$ cat src/rtl/clkdiv_pkg.sv
// rtl/clkdiv_pkg.sv - shared types, defaults and helpers for the clock divider
//
// Contents:
//   NCH_DEF, DW_DEF : default channel count and divisor width
//   state_t         : per-channel state encoding (ST_IDLE / ST_RUN)
//   half(n)         : (n+1)>>1, evaluated wide enough that n = 2^DW-1 cannot overflow
package clkdiv_pkg;

  localparam int NCH_DEF = 4;
  localparam int DW_DEF  = 8;

  typedef enum logic {
    ST_IDLE = 1'b0,
    ST_RUN  = 1'b1
  } state_t;

  // Callers cast the result down to DW+1 bits.
  function automatic logic [31:0] half(input logic [31:0] n);
    return (n + 32'd1) >> 1;
  endfunction

endpackage

$ cat src/rtl/clkdiv_chan.sv
// rtl/clkdiv_chan.sv - one divider channel with shadowed divisor and 50% duty for odd N
//
// Ports:
//   clk      in  1   : divider clock (posedge logic, negedge retiming flop)
//   rst      in  1   : asynchronous active-high reset
//   en       in  1   : run request, level
//   div      in  DW  : divisor value captured by load
//   load     in  1   : one-cycle strobe, div -> shadow register
//   clkout   out 1   : divided clock
//   tick     out 1   : one-cycle pulse on the posedge that starts a period
//   pending  out 1   : shadow loaded but not yet applied
//   running  out 1   : channel is dividing
//   cfg_err  out 1   : active divisor below 2
module clkdiv_chan
  import clkdiv_pkg::*;
#(
  parameter int DW = DW_DEF
) (
  input  logic          clk,
  input  logic          rst,
  input  logic          en,
  input  logic [DW-1:0] div,
  input  logic          load,
  output logic          clkout,
  output logic          tick,
  output logic          pending,
  output logic          running,
  output logic          cfg_err
);

  state_t        st;
  logic [DW-1:0] act;
  logic [DW-1:0] shd;
  logic [DW-1:0] pc;
  logic          q_p;
  logic          q_n;

  logic          wrap;
  logic          apply;
  logic [DW-1:0] n_eff;
  logic          n_ok;
  logic          start;
  logic [DW:0]   pc_inc;
  logic [DW:0]   hi;

  assign running = (st == ST_RUN);
  assign cfg_err = (act < DW'(2));

  // Wrap is the last cycle of the period; a pending divisor is taken either
  // immediately when idle or exactly on a wrap so no phase is ever cut short.
  assign wrap   = running && (pc == act - DW'(1));
  assign apply  = pending && (!running || wrap);
  assign n_eff  = apply ? shd : act;
  assign n_ok   = (n_eff >= DW'(2));
  assign start  = en && (act >= DW'(2)) && n_ok;
  assign pc_inc = {1'b0, pc} + (DW+1)'(1);

  // q_p stays high for floor(N/2) cycles. For odd N the negedge copy q_n
  // stretches the high phase by half a cycle, so the OR rises on a posedge
  // and falls on a negedge.
  assign hi = (DW+1)'(half(32'(act))) - (DW+1)'(act[0]);

  always_ff @(posedge clk or posedge rst) begin
    if (rst) begin
      st      <= ST_IDLE;
      act     <= '0;
      shd     <= '0;
      pc      <= '0;
      q_p     <= 1'b0;
      pending <= 1'b0;
      tick    <= 1'b0;
    end else begin
      tick <= 1'b0;
      if (load) begin
        shd <= div;
      end
      if (apply) begin
        act <= shd;
      end
      // A load on the applying edge re-arms pending for the following wrap.
      pending <= load | (pending & ~apply);

      case (st)
        ST_IDLE: begin
          if (start) begin
            st   <= ST_RUN;
            pc   <= '0;
            q_p  <= 1'b1;
            tick <= 1'b1;
          end
        end
        ST_RUN: begin
          if (wrap) begin
            pc <= '0;
            if (en && n_ok) begin
              q_p  <= 1'b1;
              tick <= 1'b1;
            end else begin
              st  <= ST_IDLE;
              q_p <= 1'b0;
            end
          end else begin
            pc  <= pc + DW'(1);
            q_p <= (pc_inc < hi);
          end
        end
        default: st <= ST_IDLE;
      endcase
    end
  end

  always_ff @(negedge clk or posedge rst) begin
    if (rst) begin
      q_n <= 1'b0;
    end else begin
      q_n <= q_p;
    end
  end

  // Both flops are low at every wrap, so switching parity or stopping there
  // cannot produce a glitch.
  assign clkout = running & (act[0] ? (q_p | q_n) : q_p);

endmodule

$ cat src/rtl/clkdiv_nch.sv
// rtl/clkdiv_nch.sv - NCH independent programmable clock dividers sharing one clock
//
// Ports:
//   wb_clk_i  in  1       : shared clock
//   wb_rst_i  in  1       : asynchronous active-high reset
//   en        in  NCH     : per-channel run request
//   div       in  NCH*DW  : divisor slices, channel i at div[i*DW +: DW]
//   load      in  NCH     : per-channel shadow load strobe
//   clkout    out NCH     : divided clocks
//   tick      out NCH     : period-start pulses
//   pending   out NCH     : shadow divisor waiting to be applied
//   running   out NCH     : channel dividing
//   cfg_err   out NCH     : active divisor below 2
module clkdiv_nch
  import clkdiv_pkg::*;
#(
  parameter int NCH = NCH_DEF,
  parameter int DW  = DW_DEF
) (
  input  logic              wb_clk_i,
  input  logic              wb_rst_i,
  input  logic [NCH-1:0]    en,
  input  logic [NCH*DW-1:0] div,
  input  logic [NCH-1:0]    load,
  output logic [NCH-1:0]    clkout,
  output logic [NCH-1:0]    tick,
  output logic [NCH-1:0]    pending,
  output logic [NCH-1:0]    running,
  output logic [NCH-1:0]    cfg_err
);

  for (genvar i = 0; i < NCH; i++) begin : g_ch
    clkdiv_chan #(
      .DW(DW)
    ) u_chan (
      .clk     (wb_clk_i),
      .rst     (wb_rst_i),
      .en      (en[i]),
      .div     (div[i*DW +: DW]),
      .load    (load[i]),
      .clkout  (clkout[i]),
      .tick    (tick[i]),
      .pending (pending[i]),
      .running (running[i]),
      .cfg_err (cfg_err[i])
    );
  end

endmodule

$ cat config.mk
export PLATFORM = sky130hd
export DESIGN_NAME = clkdiv_nch
export DESIGN_NICKNAME = d
export VERILOG_FILES = /design/src/rtl/clkdiv_pkg.sv /design/src/rtl/clkdiv_chan.sv /design/src/rtl/clkdiv_nch.sv
export SDC_FILE = /design/constraint.sdc
export NUM_CORES = 1
export LEC_CHECK = 0
export BUFFER_PORTS_ARGS = -buffer_cell sky130_fd_sc_hd__buf_2
export CAP_MARGIN = 15
export CORE_MARGIN = 2
export CORE_UTILIZATION = 53
export CTS_BUF_LIST = sky130_fd_sc_hd__clkbuf_4
export CTS_CLUSTER_DIAMETER = 30
export DETAILED_ROUTE_END_ITERATION = 12
export PLACE_DENSITY = 0.82
export SLEW_MARGIN = 20
export SYNTH_ARGS = -nofsm -noshare
export SYNTH_HDL_FRONTEND = slang
export SYNTH_HIERARCHICAL = 1
export SYNTH_SLANG_ARGS = --single-unit
$ cat constraint.sdc
create_clock -name wb_clk_i -period 3.3 [get_ports wb_clk_i]
set_input_delay 0.33 -clock wb_clk_i [delete_from_list [all_inputs] [get_ports wb_clk_i]]
set_output_delay 0.33 -clock wb_clk_i [all_outputs]
set_load 0.1 [all_outputs]
==> flow_summary_export.csv <==
group,metric,value,unit
global_route,grt_pass1_wl,32700,µm
cells_and_area,post-route-util,62.5,%
power,p_per_area,984,nW/µm²
routing,first_iter_violations,602,
power,power,9.38,mW
clock_tree,cts_tree,"done",
setup_path,critPathLaunchType,"flip-flop",
yosys,ys_types,67,
routing,post_drt_wl_per_cell,16.3,µm
placed_design,gp_congestion,0.929,
sta,tns,-42.2,ps
clock_tree,cts.path.max_buffers,2,
yosys,ys_seq_area_share,34.9,%
routing,vias,7012,
global_route,grt_pass1_vias,6848,
cells_and_area,fin_nets,1064,
cells_and_area,drive_gt1_share,23.1,%
power,clockPowerShare,10.3,%
yosys,yosys_warnings,6,
global_route,grt_max_degree,29,
cells_and_area,syn_to_final_growth,14.5,%
floorplan,ios,62,
yosys,synth_top_area_share,33.7,%
routing,route.detailed.drc,0,
sta,skew,80.7,ps
clock_tree,cts_sinks,116,
sta,finalHoldViolCount,0,
power,p_sw_share,49.1,%
yosys,avgSynthCellArea,9.53,µm²
sta,finalSetupViolations,3,
sta,rsz0062_at_grt,"true",
yosys,yosys.area.top_type,"dfrtp_1",
routing,drt-total-wl,19400,µm
setup_path,worstPathMaxFanout,1,
min_path,hold_class,"primary input to flip-flop",
sta,slew_violations,0,
run,maxCapViolations,0,
power,power_frac_seq,29.6,%
yosys,ys_ff_latch,116,
power,cell_internal_pwr,4.77,mW
placed_design,hpwl,13500,µm
power,combPwrFrac,60.1,%
floorplan,die_h,129,µm
yosys,synthFlopType,"dfrtp_1",
yosys,synthCells,874,
power,power_leakage,4.20,nW
power,p_switching,4.61,mW
setup_path,cp_slowest_cell,"dfrtn_1",
placed_design,portBuffers,61,
sta,slew_headroom,54.7,%
global_route,grt_antenna_before_repair,2,
run_status,violations,"setup timing",
sta,layout_setup_ws,-20.4,ps
clock_tree,worst_skew_pair.late_latency,580,ps
routing,firstDrtPassIters,4,
floorplan,num_rows,45,
floorplan,start_util,54.6,%
setup_path,crit_type,"flip-flop to output port",
setup_path,slowest_delay,410,ps
yosys,syn-num-nets,972,
global_route,overflow,0,
power,vdd.ir_drop.worst,0.000645,V
routing,via_per_inst,5.88,
setup_path,crit_path_cell_trace,"a21oi_2 > nor2b_2 > buf_12",
clock_tree,path_clk_slew,130,ps
routing,final_antenna_net_count,0,
setup_path,crit_arrival,2990,ps
floorplan,core_area,15300,µm²
sta,worst_pin_slew,680,ps
setup_path,cp.required,2970,ps
floorplan,die_x,129,µm
run_status,status,"finished with violations",
clock_tree,root_buffer,"clkbuf_4",
yosys,synth_area,8330,µm²
yosys,synth_edf_count,0,
floorplan,dieArea,16700,µm²
setup_path,endpoint_kind,"output port",
yosys,async_reset_ff_share,100,%
clock_tree,ctsHtreeMaxLevel,4,
clock_tree,cts_buffers,17,
yosys,synth_area_leaders,"dfrtp_1 34%, ha_1 8.4%, mux2_2 5.9%, xnor2_1 5.7%, nand2_1 4.3%",
clock_tree,postCtsSetupBuffers,0,
global_route,grt_usage,24.5,%
[registers in the layout, summed over array words and instances, names as in the netlist]
signal               count
g_ch.u_chan/act         32
g_ch.u_chan/pc          32
g_ch.u_chan/shd         32
g_ch.u_chan/pending      4
g_ch.u_chan/q_n          4
g_ch.u_chan/q_p          4
g_ch.u_chan/running      4
g_ch.u_chan/tick         4
[path summary, 6_finish.rpt]
path,depth (start not counted),endpoint,start,slack [ps]
min,2,g_ch[1].u_chan/pending$_DFF_PP0_,load[1],70
max in group asynchronous,3,g_ch[1].u_chan/q_n$_DFF_NP0_,wb_rst_i,1290
max,3,clkout[2],g_ch[2].u_chan/q_n$_DFF_NP0_,-20
min reg2reg,1,g_ch[2].u_chan/act[0]$_DFF_PP0_,g_ch[2].u_chan/shd[0]$_DFFE_PP0P_,520
max reg2reg,12,g_ch[0].u_chan/q_p$_DFFE_PP0P_,g_ch[0].u_chan/act[1]$_DFF_PP0_,150
min in group asynchronous,4,g_ch[3].u_chan/pc[5]$_DFFE_PP0P_,wb_rst_i,490
[power by group through the flow]
stage | clock [mW] | combinational (mW) | sequential (mW)
5_1_grt | 1.05 | 6.21 | 2.88
6_report | 0.966 | 5.64 | 2.78
3_3_place_gp | 0 | 5.22 | 2.75
3_5_place_dp | 0 | 5.44 | 2.77
4_1_cts | 0.998 | 5.56 | 2.75
2_1_floorplan | 0 | 4.59 | 2.48
[repair_timing]
item | CTS | global route
setup endpoints to repair | 4 | 6
endpoints found under the hold margin | 144 | 0
resized for setup | 12 | 6
pin swaps | 1 | 0
hold buffers | 33 | 0
[synthesized netlist by cell type (all sizes together), types with 10 or more instances]
cell type,instances
dfrtp,112
nand2,96
ha,56
xnor2,54
mux2,44
xor2,40
nand3,34
o21ai,34
clkbuf,33
nor2,30
nor3,29
o22ai,27
a21oi,26
and3,26
inv,23
a211oi,16
buf,15
a22o,12
nor4,12
or4,11
nor2b,10
[metrics by stage]
stage | area [µm²] | setup slack (ps) | instances | hold WS [ps]
detailed placement | 8890 | 179 | 1125 | 495
global route | 9530 | -97.4 | 1192 | 55.1
CTS | 9510 | -62.8 | 1190 | 24.9
global placement | 8890 | 329 | 1125 | 491
floorplan | 8380 | 76.3 | 874 | 408
finish | 9530 | -20.4 | 1192 | 74.9
[layout make-up]
class / instances / area (µm²)
flip-flops and latches: 116 / 2900
well taps: 211 / 264
repair buffers: 121 / 898
clock inverters: 15 / 120
fillers: 1211 / 5720
multi-input cells: 687 / 5130
diodes: 2 / 5.00
clock buffers: 17 / 128
inverters: 23 / 86.3
[cells by family after synthesis]
| family | count (synthesis) | share of synthesized area, % |
|---|---|---|
| XOR/XNOR | 94 | 9.89 |
| flip-flops | 116 | 34.9 |
| AO/OA/AOI/OAI | 185 | 16.6 |
| buffers and inverters | 71 | 4.42 |
| multiplexers | 48 | 6.43 |
| adder cells (fa/ha/maj) | 56 | 8.41 |
| AND/OR/NAND/NOR | 304 | 19.4 |
[layout by cell type, fill, tap and decap left out, types with 8 or more instances in the layout]
cell / synthesis / layout
and3_1: 25 / 25
xor2_1: 40 / 40
ha_1: 56 / 56
clkbuf_4: 0 / 17
a21oi_1: 26 / 25
nor2b_1: 10 / 9
o22ai_1: 27 / 27
or2_2: 9 / 9
o211ai_1: 8 / 8
o21bai_1: 9 / 9
buf_4: 4 / 27
buf_2: 1 / 57
o21ai_0: 34 / 34
inv_6: 0 / 8
a211oi_2: 9 / 9
mux2_2: 44 / 44
nor3_1: 26 / 26
nand3_1: 34 / 34
nor2_1: 30 / 27
xnor2_1: 54 / 54
nand2b_1: 9 / 9
dlygate4sd3_1: 0 / 33
or4_1: 8 / 8
dfrtp_1: 112 / 111
nand2_1: 96 / 96
inv_1: 23 / 23
a22o_1: 12 / 12
[layer usage]
layer | global-route usage [%] | share of wire (%) | vias to the layer above
li1 | - | - | 3380
met2 | 40.9 | 50 | 200
met1 | 31.3 | 45 | 3403
met5 | 0 | 0 | -
met4 | 9.78 | 1.8 | 0
met3 | 4.95 | 4.1 | 29
[critical path, delay by kind of cell (launching register included)]
kind,cells,cell delay (ps)
buffers and inverters,1,200
AOI/OAI and AO/OA,1,50
and+or+nand+nor,1,180
DFF,1,410
Note: power is estimated with default switching activity, not from simulation.
